$ cat src/rtl/time_entry_ctrl.sv
// Push-button time/date/alarm entry front end for main_driver.
// Edits a shadow copy seeded from the live clock, then commits it with a one-cycle set strobe.
module time_entry_ctrl #(
    parameter int YEAR_MIN       = 2000,
    parameter int YEAR_MAX       = 2099,
    parameter int TIMEOUT_CYCLES = 30
) (
    input  logic        clk,
    input  logic        reset_n,
    input  logic        btn_mode,
    input  logic        btn_next,
    input  logic        btn_inc,
    input  logic        btn_dec,
    input  logic [7:0]  cur_hour,
    input  logic [7:0]  cur_min,
    input  logic [7:0]  cur_sec,
    input  logic [7:0]  cur_day,
    input  logic [7:0]  cur_month,
    input  logic [15:0] cur_year,
    output logic [7:0]  input_hour,
    output logic [7:0]  input_min,
    output logic [7:0]  input_sec,
    output logic [7:0]  input_day,
    output logic [7:0]  input_month,
    output logic [15:0] input_year,
    output logic [7:0]  alarm_input_hour,
    output logic [7:0]  alarm_input_min,
    output logic [7:0]  alarm_input_sec,
    output logic        set_time,
    output logic        set_date,
    output logic        set_alarm,
    output logic        edit_active,
    output logic [1:0]  edit_group,
    output logic [1:0]  edit_field
);
    localparam int TW = $clog2(TIMEOUT_CYCLES + 1);
    localparam logic [15:0] YMIN = 16'(YEAR_MIN);
    localparam logic [15:0] YMAX = 16'(YEAR_MAX);
    localparam logic [1:0] G_TIME = 2'd0, G_DATE = 2'd1;

    typedef enum logic [1:0] {S_IDLE, S_SELECT, S_EDIT, S_COMMIT} state_t;

    function automatic logic [7:0] dim(input logic [7:0] m, input logic [15:0] y);
        logic leap;
        leap = ((y % 16'd4) == 16'd0 && (y % 16'd100) != 16'd0) || (y % 16'd400) == 16'd0;
        case (m)
            8'd2:                  dim = leap ? 8'd29 : 8'd28;
            8'd4, 8'd6, 8'd9, 8'd11: dim = 8'd30;
            default:               dim = 8'd31;
        endcase
    endfunction

    state_t state, state_n;
    logic [1:0] group, group_n, field, field_n;
    logic [TW-1:0] tcnt;
    logic [3:0] btn, btn_q, ev;
    logic [7:0] sh0, sh1, dim_sh;
    logic [15:0] sh2, val, lo, hi, stepped;
    logic ev_mode, ev_next, ev_inc, ev_dec, any_ev, timeout, load, step;

    // Edge regs reset high so a button held through reset never fires.
    assign btn = {btn_dec, btn_inc, btn_next, btn_mode};
    always_ff @(posedge clk or negedge reset_n) begin
        if (!reset_n) begin
            btn_q <= '1;
            ev    <= '0;
        end else begin
            btn_q <= btn;
            ev    <= btn & ~btn_q;
        end
    end

    assign ev_mode = ev[0];
    assign ev_next = ev[1];
    assign ev_inc  = ev[2] & ~ev[3];
    assign ev_dec  = ev[3] & ~ev[2];
    assign any_ev  = |ev;
    assign timeout = (tcnt == TW'(TIMEOUT_CYCLES - 1)) && !any_ev;
    assign dim_sh  = dim(sh1, sh2);

    always_comb begin
        state_n = state;
        group_n = group;
        field_n = field;
        load    = 1'b0;
        step    = 1'b0;
        case (state)
            S_IDLE: if (ev_mode) state_n = S_SELECT;
            S_SELECT: begin
                if (ev_mode || timeout) state_n = S_IDLE;
                else if (ev_next) begin
                    state_n = S_EDIT;
                    field_n = 2'd0;
                    load    = 1'b1;
                end
                else if (ev_inc) group_n = (group == 2'd2) ? 2'd0 : group + 2'd1;
                else if (ev_dec) group_n = (group == 2'd0) ? 2'd2 : group - 2'd1;
            end
            S_EDIT: begin
                if (ev_mode || timeout) state_n = S_IDLE;
                else if (ev_next) begin
                    if (field == 2'd2) state_n = S_COMMIT;
                    else field_n = field + 2'd1;
                end
                else if (ev_inc || ev_dec) step = 1'b1;
            end
            default: state_n = S_IDLE;
        endcase
        if (state_n == S_IDLE) begin
            group_n = 2'd0;
            field_n = 2'd0;
        end
    end

    // Wrap range of the item under edit; the day range follows the shadow month/year.
    always_comb begin
        lo = 16'd0;
        hi = 16'd59;
        case (field)
            2'd0:    val = {8'd0, sh0};
            2'd1:    val = {8'd0, sh1};
            default: val = sh2;
        endcase
        if (group == G_DATE) begin
            case (field)
                2'd0:    begin lo = 16'd1; hi = {8'd0, dim_sh}; end
                2'd1:    begin lo = 16'd1; hi = 16'd12; end
                default: begin lo = YMIN;  hi = YMAX; end
            endcase
        end else if (field == 2'd0) begin
            hi = 16'd23;
        end
        if (ev_inc) stepped = (val >= hi) ? lo : val + 16'd1;
        else        stepped = (val <= lo) ? hi : val - 16'd1;
    end

    always_ff @(posedge clk or negedge reset_n) begin
        if (!reset_n) begin
            state <= S_IDLE;
            group <= 2'd0;
            field <= 2'd0;
            tcnt  <= '0;
        end else begin
            state <= state_n;
            group <= group_n;
            field <= field_n;
            if (state == S_IDLE || state == S_COMMIT || any_ev) tcnt <= '0;
            else tcnt <= tcnt + TW'(1);
        end
    end

    // Bus and strobe update together on the edge leaving COMMIT, so the bus is stable under the strobe.
    always_ff @(posedge clk or negedge reset_n) begin
        if (!reset_n) begin
            sh0 <= '0; sh1 <= '0; sh2 <= '0;
            input_hour <= '0; input_min <= '0; input_sec <= '0;
            input_day <= 8'd1; input_month <= 8'd1; input_year <= YMIN;
            alarm_input_hour <= '0; alarm_input_min <= '0; alarm_input_sec <= '0;
            set_time <= 1'b0; set_date <= 1'b0; set_alarm <= 1'b0;
        end else begin
            set_time  <= 1'b0;
            set_date  <= 1'b0;
            set_alarm <= 1'b0;
            if (load) begin
                case (group)
                    G_TIME:  begin sh0 <= cur_hour; sh1 <= cur_min; sh2 <= {8'd0, cur_sec}; end
                    G_DATE:  begin sh0 <= cur_day;  sh1 <= cur_month; sh2 <= cur_year; end
                    default: begin sh0 <= alarm_input_hour; sh1 <= alarm_input_min;
                                   sh2 <= {8'd0, alarm_input_sec}; end
                endcase
            end else if (step) begin
                case (field)
                    2'd0:    sh0 <= stepped[7:0];
                    2'd1:    sh1 <= stepped[7:0];
                    default: sh2 <= stepped;
                endcase
            end
            if (state == S_COMMIT) begin
                case (group)
                    G_TIME: begin
                        input_hour <= sh0; input_min <= sh1; input_sec <= sh2[7:0];
                        set_time <= 1'b1;
                    end
                    G_DATE: begin
                        input_day <= (sh0 > dim_sh) ? dim_sh : sh0;
                        input_month <= sh1; input_year <= sh2;
                        set_date <= 1'b1;
                    end
                    default: begin
                        alarm_input_hour <= sh0; alarm_input_min <= sh1; alarm_input_sec <= sh2[7:0];
                        set_alarm <= 1'b1;
                    end
                endcase
            end
        end
    end

    assign edit_active = (state != S_IDLE);
    assign edit_group  = group;
    assign edit_field  = field;
endmodule

$ cat config.mk
export PLATFORM = sky130hd
export DESIGN_NAME = time_entry_ctrl
export DESIGN_NICKNAME = d
export VERILOG_FILES = /design/src/rtl/time_entry_ctrl.sv
export SDC_FILE = /design/constraint.sdc
export NUM_CORES = 1
export LEC_CHECK = 0
export BUFFER_PORTS_ARGS = -buffer_cell sky130_fd_sc_hd__buf_4
export CORE_MARGIN = 5
export CORE_UTILIZATION = 50
export CTS_BUF_LIST = sky130_fd_sc_hd__clkbuf_16
export DETAILED_ROUTE_END_ITERATION = 12
export GPL_TIMING_DRIVEN = 0
export PLACE_DENSITY = 0.7
export SYNTH_ARGS = -nofsm -noshare
export SYNTH_HDL_FRONTEND = slang
export SYNTH_SLANG_ARGS = --single-unit
$ cat constraint.sdc
create_clock -name clk -period 9.6 [get_ports clk]
set_clock_uncertainty 0.1 [all_clocks]
set_input_delay 0 -clock clk [delete_from_list [all_inputs] [get_ports clk]]
set_output_delay 0 -clock clk [all_outputs]
set_load 0.05 [all_outputs]
==> results by group, run 1 <==
Die
  • Die ar.: 21,430 µm²
  • Number of rows in the core area: 49
  • Die Span X: 146.4 µm
  • Vertical extent of the die: 146.4 µm
  • Area of the core: 18,150 µm²
  • Starting density of the core: 0.5125
  • IO Count: 150

Logic synthesis
  • Yosys synthesis warning count: 0
  • Synthesized cell area: 9301 µm²
  • Synthesized instance count: 1,029
  • Number of register bits inferred by synthesis: 134
  • Number of enable flip-flop cells after synthesis: 0
  • Ys flop type: sky130_fd_sc_hd__dfrtp_1
  • Post-synth top area share: 0.3282
  • Seq/Total Area, Yosys: 0.3621
  • Synth Net Count: 1,125
  • Post-synth cell types: 98
  • Avg Cell Area, Syn: 9.039 µm²
  • Cell with the most instances after synthesis: sky130_fd_sc_hd__dfrtp_1
  • Leading post-synthesis cells by instance count: sky130_fd_sc_hd__dfrtp_1, sky130_fd_sc_hd__nand2_1, sky130_fd_sc_hd__o21ai_0
  • Share of synthesized registers carrying an async set or reset: 1.000
  • Ranking of synthesized cells by area: sky130_fd_sc_hd__dfrtp_1, sky130_fd_sc_hd__mux2_2, sky130_fd_sc_hd__ha_1, sky130_fd_sc_hd__nand2_1, sky130_fd_sc_hd__o21ai_0
  • Cell type contributing the most total cell area after synthesis: sky130_fd_sc_hd__dfrtp_1

Global route
  • Vias in the first global route: 9,016
  • Antenna violations before repair: 0
  • First-pass GRT wire length: 49,420 µm
  • Remaining global-route overflow: 0
  • Maximum number of pins on one net before global-route repair: 87
  • Aggregate global-route resource usage: 0.2862

Worst setup path
  • Worst endpoint required time: 9840 ps
  • Slowest cell on the critical path: sky130_fd_sc_hd__or4b_4
  • Setup CP Type: flip-flop to flip-flop
  • CP startpoint kind: flip-flop
  • CP Capture Type: flip-flop
  • Flop-to-flop setup slack: 520 ps
  • Arrival time worst endpoint: 9320 ps
  • Cell repeated most along the worst path: sky130_fd_sc_hd__nor4_2
  • Maximum single-stage delay on the critical path: 520 ps
  • CP max FO: 10

Layout
  • Share of post-route cells with drive strength above 1: 0.2539
  • Total number of nets in the final design: 1,351
  • Inserted Diodes: 0
  • Area grow syn2layout: 29.39%

Detailed routing
  • Drt total wl: 30,950 µm
  • Number of optimization iterations in the first detailed-route pass: 6
  • First DRT Iteration DRCs: 722
  • Antenna violation net count after detailed routing: 0
  • Via Count: 9,252
  • WL per Instance: 20.67 µm
  • DRC violation count after routing: 0
  • Vias/cell: 6.180

Outcome
  • Outcome: finished, final reports clean

STA
  • Slack of the critical path: 517.8 ps
  • Highest clock frequency the design can meet: 110.1 MHz
  • Slew HR: 0.2810
  • Total of endpoints with negative setup slack in the final report: 0
  • Worst slack on hold paths: 27.83 ps
  • Clock period minus worst slack: 9082 ps
  • Period utilization: 0.9461
  • Final-report hold violation count: 0
  • Pins over their slew limit: 0
  • Worst slew pin tran: 1075 ps

Clock network
  • Cts bufs inserted: 17
  • Clock Root Buffer: sky130_fd_sc_hd__clkbuf_16
  • Clock latency at the later pin of the worst-skew pair: 430 ps
  • Clock H-tree levels: 4
  • Number of clock sinks: 134
  • Clock transition at the registers of the reported paths: 70 ps
  • Clock buffer depth: 2
  • TritonCTS clock tree: yes

Place
  • HPWL Detailed: 22,700 µm
  • Final Wtd Congestion: 0.9626
  • # port buffers: 149
  • Pre-CTS worst setup slack: 14.00 ps

Job
  • Max-cap violation count: 0

Worst hold path
  • Class of the tightest hold or removal check: primary input to flip-flop
-- logic make-up after synthesis --
logic type / after synthesis / share of synthesized area
XOR/XNOR: 25 / 0.02354
AND/OR/NAND/NOR: 327 / 0.1780
adder cells (fa/ha/maj): 34 / 0.04574
AO/OA/AOI/OAI: 342 / 0.2633
buffers and inverters: 103 / 0.05044
flip-flops: 134 / 0.3621
multiplexers: 64 / 0.07694
-- stage by stage --
stage	util	TNS [ps]	instances	instance area (µm²)
final	0.6632	0	1497	12040
after global routing	0.6632	-46.82	1497	12040
after CTS	0.6572	0	1496	11930
after detailed placement	0.5917	0	1408	10740
after global placement	0.5900	-292.8	1407	10710
after floorplan	-	0	1029	9301
-- flip-flops by register name, indices dropped and copies added, names as in the netlist, 2 cells and up --
register / count
alarm_input_hour: 8
alarm_input_min: 8
alarm_input_sec: 8
btn_q: 4
edit_field: 2
edit_group: 2
ev: 4
input_day: 8
input_hour: 8
input_min: 8
input_month: 8
input_sec: 8
input_year: 16
sh0: 8
sh1: 8
sh2: 16
state: 2
tcnt: 5
-- final timing paths --
| kind | start | to | cells past startpoint |
|---|---|---|---|
| worst max-delay path | sh2[15] | sh0[6] | 39 |
| worst min-delay path | cur_hour[1] | sh0[1] | 5 |
| worst max register to register | sh2[15] | sh0[6] | 39 |
| worst min register to register | input_day[3] | input_day[3] | 2 |
| max in group asynchronous | reset_n | state[0] | 4 |
| min in group asynchronous | reset_n | sh0[0] | 3 |
-- timing repair --
action / 4_1_cts / 5_1_grt
setup endpoints to repair: 2 / 23
hold buffers: 56 / 0
gates resized for setup: 1 / 21
pin swaps: 0 / 1
hold endpoints to repair: 165 / 0
buffers inserted: 0 / 1
-- final cells by class --
cell class / count / area (µm²)
fillers: 1501 / 6112
multi-input cells: 792 / 5564
flip-flops and latches: 134 / 3368
repair buffers: 207 / 1718
clock buffers: 17 / 425.4
plain buffers: 61 / 312.8
well taps: 229 / 286.5
clock inverters: 15 / 202.7
inverters: 42 / 157.7
-- per-layer routing --
metal,part of all wire,wire length (µm),vias to the layer above,global-route usage
li1,-,-,4297,-
met1,0.42,12900,4503,0.3783
met2,0.47,14530,380,0.4580
met3,0.082,2547,72,0.07623
met4,0.031,970,0,0.09595
met5,0,0,-,0
-- cell usage in the layout (no fill, tap or decap), types with 12 or more instances in the layout --
cell,instances
sky130_fd_sc_hd__or3_1,12
sky130_fd_sc_hd__nand3_1,29
sky130_fd_sc_hd__nor2b_1,12
sky130_fd_sc_hd__inv_1,40
sky130_fd_sc_hd__a22oi_1,22
sky130_fd_sc_hd__buf_4,152
sky130_fd_sc_hd__a22o_1,18
sky130_fd_sc_hd__nor3_1,22
sky130_fd_sc_hd__nand2_1,104
sky130_fd_sc_hd__mux2_2,57
sky130_fd_sc_hd__and2_1,13
sky130_fd_sc_hd__clkbuf_1,38
sky130_fd_sc_hd__o21ai_0,73
sky130_fd_sc_hd__a21oi_1,71
sky130_fd_sc_hd__clkbuf_16,17
sky130_fd_sc_hd__dfrtp_1,122
sky130_fd_sc_hd__nor2_1,61
sky130_fd_sc_hd__ha_1,34
sky130_fd_sc_hd__dfstp_2,12
sky130_fd_sc_hd__dlygate4sd3_1,56
sky130_fd_sc_hd__xnor2_1,22
-- critical path: cells and delay by family (launching register included) --
family,cells,cell delay (ps)
compound gates,20,4260
simple gates,13,3100
buf+inv,5,890
flops,1,420
fa+ha+maj,1,210
Power of run 1 is left out: the tool's default activity adds up to more than one toggle a clock period on the data nets, which glitch-free logic cannot reach.
==> inputs of run 2 (changes only) <==
--- a/config.mk
+++ b/config.mk
@@ -10,8 +10,7 @@
 export CORE_UTILIZATION = 50
 export CTS_BUF_LIST = sky130_fd_sc_hd__clkbuf_16
 export DETAILED_ROUTE_END_ITERATION = 12
-export GPL_TIMING_DRIVEN = 0
-export PLACE_DENSITY = 0.7
+export PLACE_DENSITY_LB_ADDON = 0.3
 export SYNTH_ARGS = -nofsm -noshare
 export SYNTH_HDL_FRONTEND = slang
 export SYNTH_SLANG_ARGS = --single-unit
==> results by group, run 2 (synthesized netlist as in run 1, its figures left out) <==
STA
  • Worst slack on hold paths: -18.70 ps (-46.53 ps)
  • Aggregate negative setup slack: 0 ps (unchanged)
  • Final-report hold violation count: 11 (+11)
  • Period utilization: 0.9568 (+0.01070)
  • Total of endpoints with negative setup slack in the final report: 0 (unchanged)
  • Clock period minus worst slack: 9185 ps (+102.7 ps)
  • RSZ-0062 raised after global routing: no
  • Pins over their slew limit: 0 (unchanged)
  • Highest clock frequency the design can meet: 108.9 MHz (-1.1%)
  • Worst slew pin tran: 985.9 ps (-89.17 ps)
  • Slew HR: 0.3428 (+0.06181)

Worst setup path
  • Reg2reg start: sh2[15]
  • Crit. Startpoint: sh2[15]
  • Worst endpoint required time: 9850 ps (about the same)
  • Arrival time worst endpoint: 9430 ps (+110 ps)
  • Slowest cell on the critical path: sky130_fd_sc_hd__or4_4
  • Setup CP Type: flip-flop to flip-flop
  • Maximum single-stage delay on the critical path: 590 ps (+70 ps)
  • CP Capture Type: flip-flop
  • CP max FO: 22 (+12)
  • CP startpoint kind: flip-flop
  • Cell repeated most along the worst path: sky130_fd_sc_hd__nand2_1

Outcome
  • Outcome: finished with violations
  • Violated checks: hold timing

Clock network
  • Number of clock sinks: 134 (unchanged)
  • Cts bufs inserted: 17 (unchanged)
  • Clock H-tree levels: 4 (unchanged)
  • Clock Root Buffer: sky130_fd_sc_hd__clkbuf_16
  • Clock latency at the later pin of the worst-skew pair: 430 ps (about the same)
  • Clock transition at the registers of the reported paths: 70 ps (about the same)
  • TritonCTS clock tree: yes
  • Clock buffer depth: 2 (unchanged)

Global route
  • Antenna violations before repair: 0 (unchanged)
  • Vias in the first global route: 8,840 (-2.0%)
  • Remaining global-route overflow: 0 (unchanged)
  • Maximum number of pins on one net before global-route repair: 77 (-11%)
  • First-pass GRT wire length: 48,240 µm (-2.4%)
  • Aggregate global-route resource usage: 0.2763 (-0.009836)

Detailed routing
  • WL per Instance: 20.83 µm (+0.77%)
  • Vias/cell: 6.259 (+1.3%)
  • Via Count: 9,044 (-2.2%)
  • DRC violation count after routing: 0 (unchanged)
  • Drt total wl: 30,100 µm (-2.7%)
  • First DRT Iteration DRCs: 815 (+13%)
  • Antenna violation net count after detailed routing: 0 (unchanged)
  • Number of optimization iterations in the first detailed-route pass: 5 (-1)

Place
  • Final Wtd Congestion: 0.9417 (-2.2%)
  • # port buffers: 149 (unchanged)
  • Post-Place Cells: 1,360 (-3.4%)
  • HPWL Detailed: 20,630 µm (-9.1%)

Die
  • Die Span X: 146.4 µm (unchanged)
  • Die ar.: 21,430 µm² (unchanged)
  • IO Count: 150 (unchanged)
  • Vertical extent of the die: 146.4 µm (unchanged)
  • Number of rows in the core area: 49 (unchanged)
  • Starting density of the core: 0.5125 (unchanged)
  • Area of the core: 18,150 µm² (unchanged)

Job
  • Max-cap violation count: 0 (unchanged)

Layout
  • Commonest cells after routing, fill and taps aside: sky130_fd_sc_hd__buf_4, sky130_fd_sc_hd__dfrtp_1, sky130_fd_sc_hd__nand2_1, sky130_fd_sc_hd__o21ai_0, sky130_fd_sc_hd__a21oi_1
  • Total number of nets in the final design: 1,299 (-3.8%)
  • Share of post-route cells with drive strength above 1: 0.2607 (+0.006748)
  • Registers with the most flip-flops: input_year x16, sh2 x16
  • Inserted Diodes: 0 (unchanged)
  • Most common library cell in the layout ignoring fill and taps: sky130_fd_sc_hd__buf_4
  • Non-Filler Instances: 1,445 (-3.5%)
  • Area grow syn2layout: 25.76%

Worst hold path
  • Class of the tightest hold or removal check: primary input to async pin
[run 2: changes by cell type in the layout (fill, tap and decap cells not counted), moves of 2 or more]
cell,previous run,this run
sky130_fd_sc_hd__clkbuf_1,38,0
sky130_fd_sc_hd__a311oi_2,0,2
sky130_fd_sc_hd__o21ai_2,4,2
sky130_fd_sc_hd__dfrtp_2,0,5
sky130_fd_sc_hd__dfrtp_1,122,116
sky130_fd_sc_hd__o21ai_1,5,7
sky130_fd_sc_hd__inv_6,3,5
sky130_fd_sc_hd__buf_4,152,164
sky130_fd_sc_hd__buf_6,9,1
sky130_fd_sc_hd__inv_8,6,4
sky130_fd_sc_hd__dlygate4sd3_1,56,51
sky130_fd_sc_hd__buf_1,4,0
sky130_fd_sc_hd__buf_2,6,0
[run 2: final cells by class]
type                    count  area, µm²
flip-flops and latches    134       3378
fillers                  1462       6450
multi-input cells         792       5492
well taps                 229      286.5
inverters                  42      157.7
clock inverters            15      205.2
clock buffers              17      425.4
repair buffers            216       1753
[run 2: path summary, 6_finish.rpt]
check / end / slack [ps] / cells past startpoint
max: sh0[7] / 420 / 36
min: input_min[2] / -20 / 2
max reg2reg: sh0[7] / 420 / 36
min reg2reg: input_year[9] / 380 / 2
max in group asynchronous: input_year[11] / 8030 / 3
min in group clk: sh2[5] / 10 / 4
[run 2: metal layers]
layer,track usage,routed length [µm],share of wire,up-vias
li1,-,-,-,4199
met1,0.3672,12480,0.41,4392
met2,0.4476,14420,0.48,393
met3,0.06322,2468,0.082,60
met4,0.09266,728,0.024,0
met5,0,0,0,-
[run 2: critical path: cells and delay by family (launching register included)]
family / cells / cell delay, ps
AND/OR/NAND/NOR: 14 / 3660
flip-flops: 1 / 550
buffers and inverters: 2 / 350
adder cells (fa/ha/maj): 1 / 210
multiplexers: 2 / 210
AO/OA/AOI/OAI: 17 / 3990
[run 2: repair_timing]
action                                  CTS  global route
hold endpoints to repair                 94             0
hold buffers                             51             0
endpoints found under the setup margin    0            13
buffers inserted                          0             2
gates resized for setup                   0            16
[run 2: per-stage QoR]
step | util | worst slack, ps | instance area, µm² | hold WS [ps]
4_1_cts | 0.6418 | 125.1 | 11650 | 2.427
2_1_floorplan | - | 1499 | 9301 | -395.6
3_3_place_gp | 0.5789 | 349.7 | 10510 | -103.3
3_5_place_dp | 0.5789 | 166.7 | 10510 | -101.5
5_1_grt | 0.6446 | 35.65 | 11700 | 12.48
6_report | 0.6446 | 415.1 | 11700 | -18.70
Power of run 2 is left out for the same reason.
==> inputs of run 3 (changes only) <==
--- a/config.mk
+++ b/config.mk
@@ -10,7 +10,9 @@
 export CORE_UTILIZATION = 50
 export CTS_BUF_LIST = sky130_fd_sc_hd__clkbuf_16
 export DETAILED_ROUTE_END_ITERATION = 12
+export MAX_ROUTING_LAYER = met4
 export PLACE_DENSITY_LB_ADDON = 0.3
+export REMOVE_ABC_BUFFERS = 1
 export SYNTH_ARGS = -nofsm -noshare
 export SYNTH_HDL_FRONTEND = slang
 export SYNTH_SLANG_ARGS = --single-unit
==> results by group, run 3 (synthesized netlist as in run 1, its figures left out) <==
Outcome
  • Outcome: finished with violations
  • Violated checks: hold timing

Die
  • Die Span X: 146.4 µm (unchanged)
  • Vertical extent of the die: 146.4 µm (unchanged)
  • Number of rows in the core area: 49 (unchanged)
  • Starting density of the core: 0.5125 (unchanged)
  • IO Count: 150 (unchanged)
  • Area of the core: 18,150 µm² (unchanged)
  • Die ar.: 21,430 µm² (unchanged)

STA
  • Period utilization: 0.9417 (-0.01505)
  • Clock period minus worst slack: 9040 ps (-144.5 ps)
  • Highest clock frequency the design can meet: 110.6 MHz (+1.6%)
  • Slew HR: 0.3299 (-0.01288)
  • Pins over their slew limit: 0 (unchanged)
  • RSZ-0062 raised after global routing: no
  • Slack of the critical path: 559.6 ps (+144.5 ps)
  • Worst slack on hold paths: -4.885 ps (+13.81 ps)
  • Aggregate negative setup slack: 0 ps (unchanged)
  • Total of endpoints with negative setup slack in the final report: 0 (unchanged)
  • Worst slew pin tran: 1002 ps (+15.78 ps)
  • Final-report hold violation count: 2 (-9)

Detailed routing
  • Via Count: 8,870 (-1.9%)
  • WL per Instance: 19.01 µm (-8.7%)
  • Drt total wl: 27,510 µm (-8.6%)
  • Antenna violation net count after detailed routing: 0 (unchanged)
  • DRC violation count after routing: 0 (unchanged)
  • First DRT Iteration DRCs: 649 (-20%)
  • Vias/cell: 6.130 (-2.1%)
  • Number of optimization iterations in the first detailed-route pass: 6 (+1)

Clock network
  • TritonCTS clock tree: yes
  • Number of clock sinks: 134 (unchanged)
  • Clock H-tree levels: 4 (unchanged)
  • # Post-CTS Setup Buffers: 0 (unchanged)
  • Cts bufs inserted: 17 (unchanged)
  • Clock transition at the registers of the reported paths: 70 ps (about the same)
  • Clock Root Buffer: sky130_fd_sc_hd__clkbuf_16
  • Clock buffer depth: 2 (unchanged)
  • Clock latency at the later pin of the worst-skew pair: 430 ps (about the same)

Worst setup path
  • R2R cell count: 33 (-8.3%)
  • Maximum single-stage delay on the critical path: 590 ps (about the same)
  • Cell repeated most along the worst path: sky130_fd_sc_hd__o21ai_0
  • Worst endpoint required time: 9790 ps (-60 ps)
  • Setup CP Type: flip-flop to flip-flop
  • Arrival time worst endpoint: 9230 ps (-200 ps)
  • Flop-to-flop setup slack: 560 ps (+140 ps)
  • Reg2reg start: sh2[10]
  • CP max FO: 20 (-9.1%)
  • CP startpoint kind: flip-flop
  • Reg-to-reg endpoint: sh2[4]
  • CP Capture Type: flip-flop
  • Slowest cell on the critical path: sky130_fd_sc_hd__or4_4

Global route
  • Vias in the first global route: 8,940 (+1.1%)
  • Aggregate global-route resource usage: 0.2614 (-0.01490)
  • First-pass GRT wire length: 45,050 µm (-6.6%)
  • Antenna violations before repair: 0 (unchanged)
  • Maximum number of pins on one net before global-route repair: 69 (-10%)
  • Remaining global-route overflow: 0 (unchanged)

Layout
  • Area grow syn2layout: 25.96%
  • Non-Filler Instances: 1,447 (+0.14%)
  • Most common library cell in the layout ignoring fill and taps: sky130_fd_sc_hd__buf_4
  • Fill cell total of the finished layout: 1,475 (+0.89%)
  • Inserted Diodes: 0 (unchanged)
  • Registers with the most flip-flops: input_year x16, sh2 x16
  • Share of post-route cells with drive strength above 1: 0.2578 (-0.002891)
  • Total number of nets in the final design: 1,301 (+0.15%)
  • Commonest cells after routing, fill and taps aside: sky130_fd_sc_hd__buf_4, sky130_fd_sc_hd__dfrtp_1, sky130_fd_sc_hd__nand2_1, sky130_fd_sc_hd__o21ai_0, sky130_fd_sc_hd__a21oi_1

Place
  • # port buffers: 149 (unchanged)
  • Pre-CTS worst setup slack: 286.1 ps (+119.3 ps)
  • HPWL Detailed: 19,180 µm (-7.0%)
  • Final Wtd Congestion: 0.9506 (+0.95%)
  • Post-Place Cells: 1,358 (-0.15%)

Worst hold path
  • Class of the tightest hold or removal check: primary input to async pin

Job
  • Max-cap violation count: 0 (unchanged)
-- run 3: area by class of cell --
cell class	count	area (µm²)	share of cell area
Multi-Input combinational cell	792	5514	0.4706
Clock inverter	15	173.9	0.01484
Sequential cell	134	3376	0.2881
Timing Repair Buffer	218	1783	0.1522
Tap cell	229	286.5	0.02446
Inverter	42	157.7	0.01346
Clock buffer	17	425.4	0.03631
-- run 3: critical path, delay by kind of cell, from the launching register on --
family	cells	cell delay, ps
fa+ha+maj	1	220
simple gates	12	3430
compound gates	20	4580
flops	1	560
-- run 3: worst max-delay path by stage --
stage,to,slack [ps],startpoint,cells past startpoint
3_3_place_gp,sh0[7],500,sh2[10],35
6_report,sh2[4],560,sh2[10],33
4_1_cts,sh0[7],210,sh2[12],35
2_1_floorplan,sh0[7],570,sh2[15],35
5_1_grt,sh1[7],3,sh2[10],35
3_5_place_dp,sh0[7],290,sh2[11],35
-- run 3: what timing repair did --
item	in CTS	in global routing
hold buffers	57	0
hold endpoints to repair	105	0
resized for setup	0	16
endpoints found under the setup margin	0	28
-- run 3: per-stage QoR --
step | instance area, µm² | utilization | hold WS (ps)
floorplan | 8990 | - | -395.6
global placement | 10490 | 0.5783 | -68.31
detailed placement | 10490 | 0.5783 | -70.57
CTS | 11660 | 0.6427 | 30.89
global route | 11720 | 0.6456 | 62.57
finish | 11720 | 0.6456 | -4.885
-- run 3: metal layers --
layer	global-route usage	share of wire	vias up
met4	0.07056	0.019	0
met3	0.05268	0.067	51
met2	0.4246	0.48	340
met5	-	0	-
li1	-	-	4185
met1	0.3354	0.43	4294
Power of run 3 is left out for the same reason.
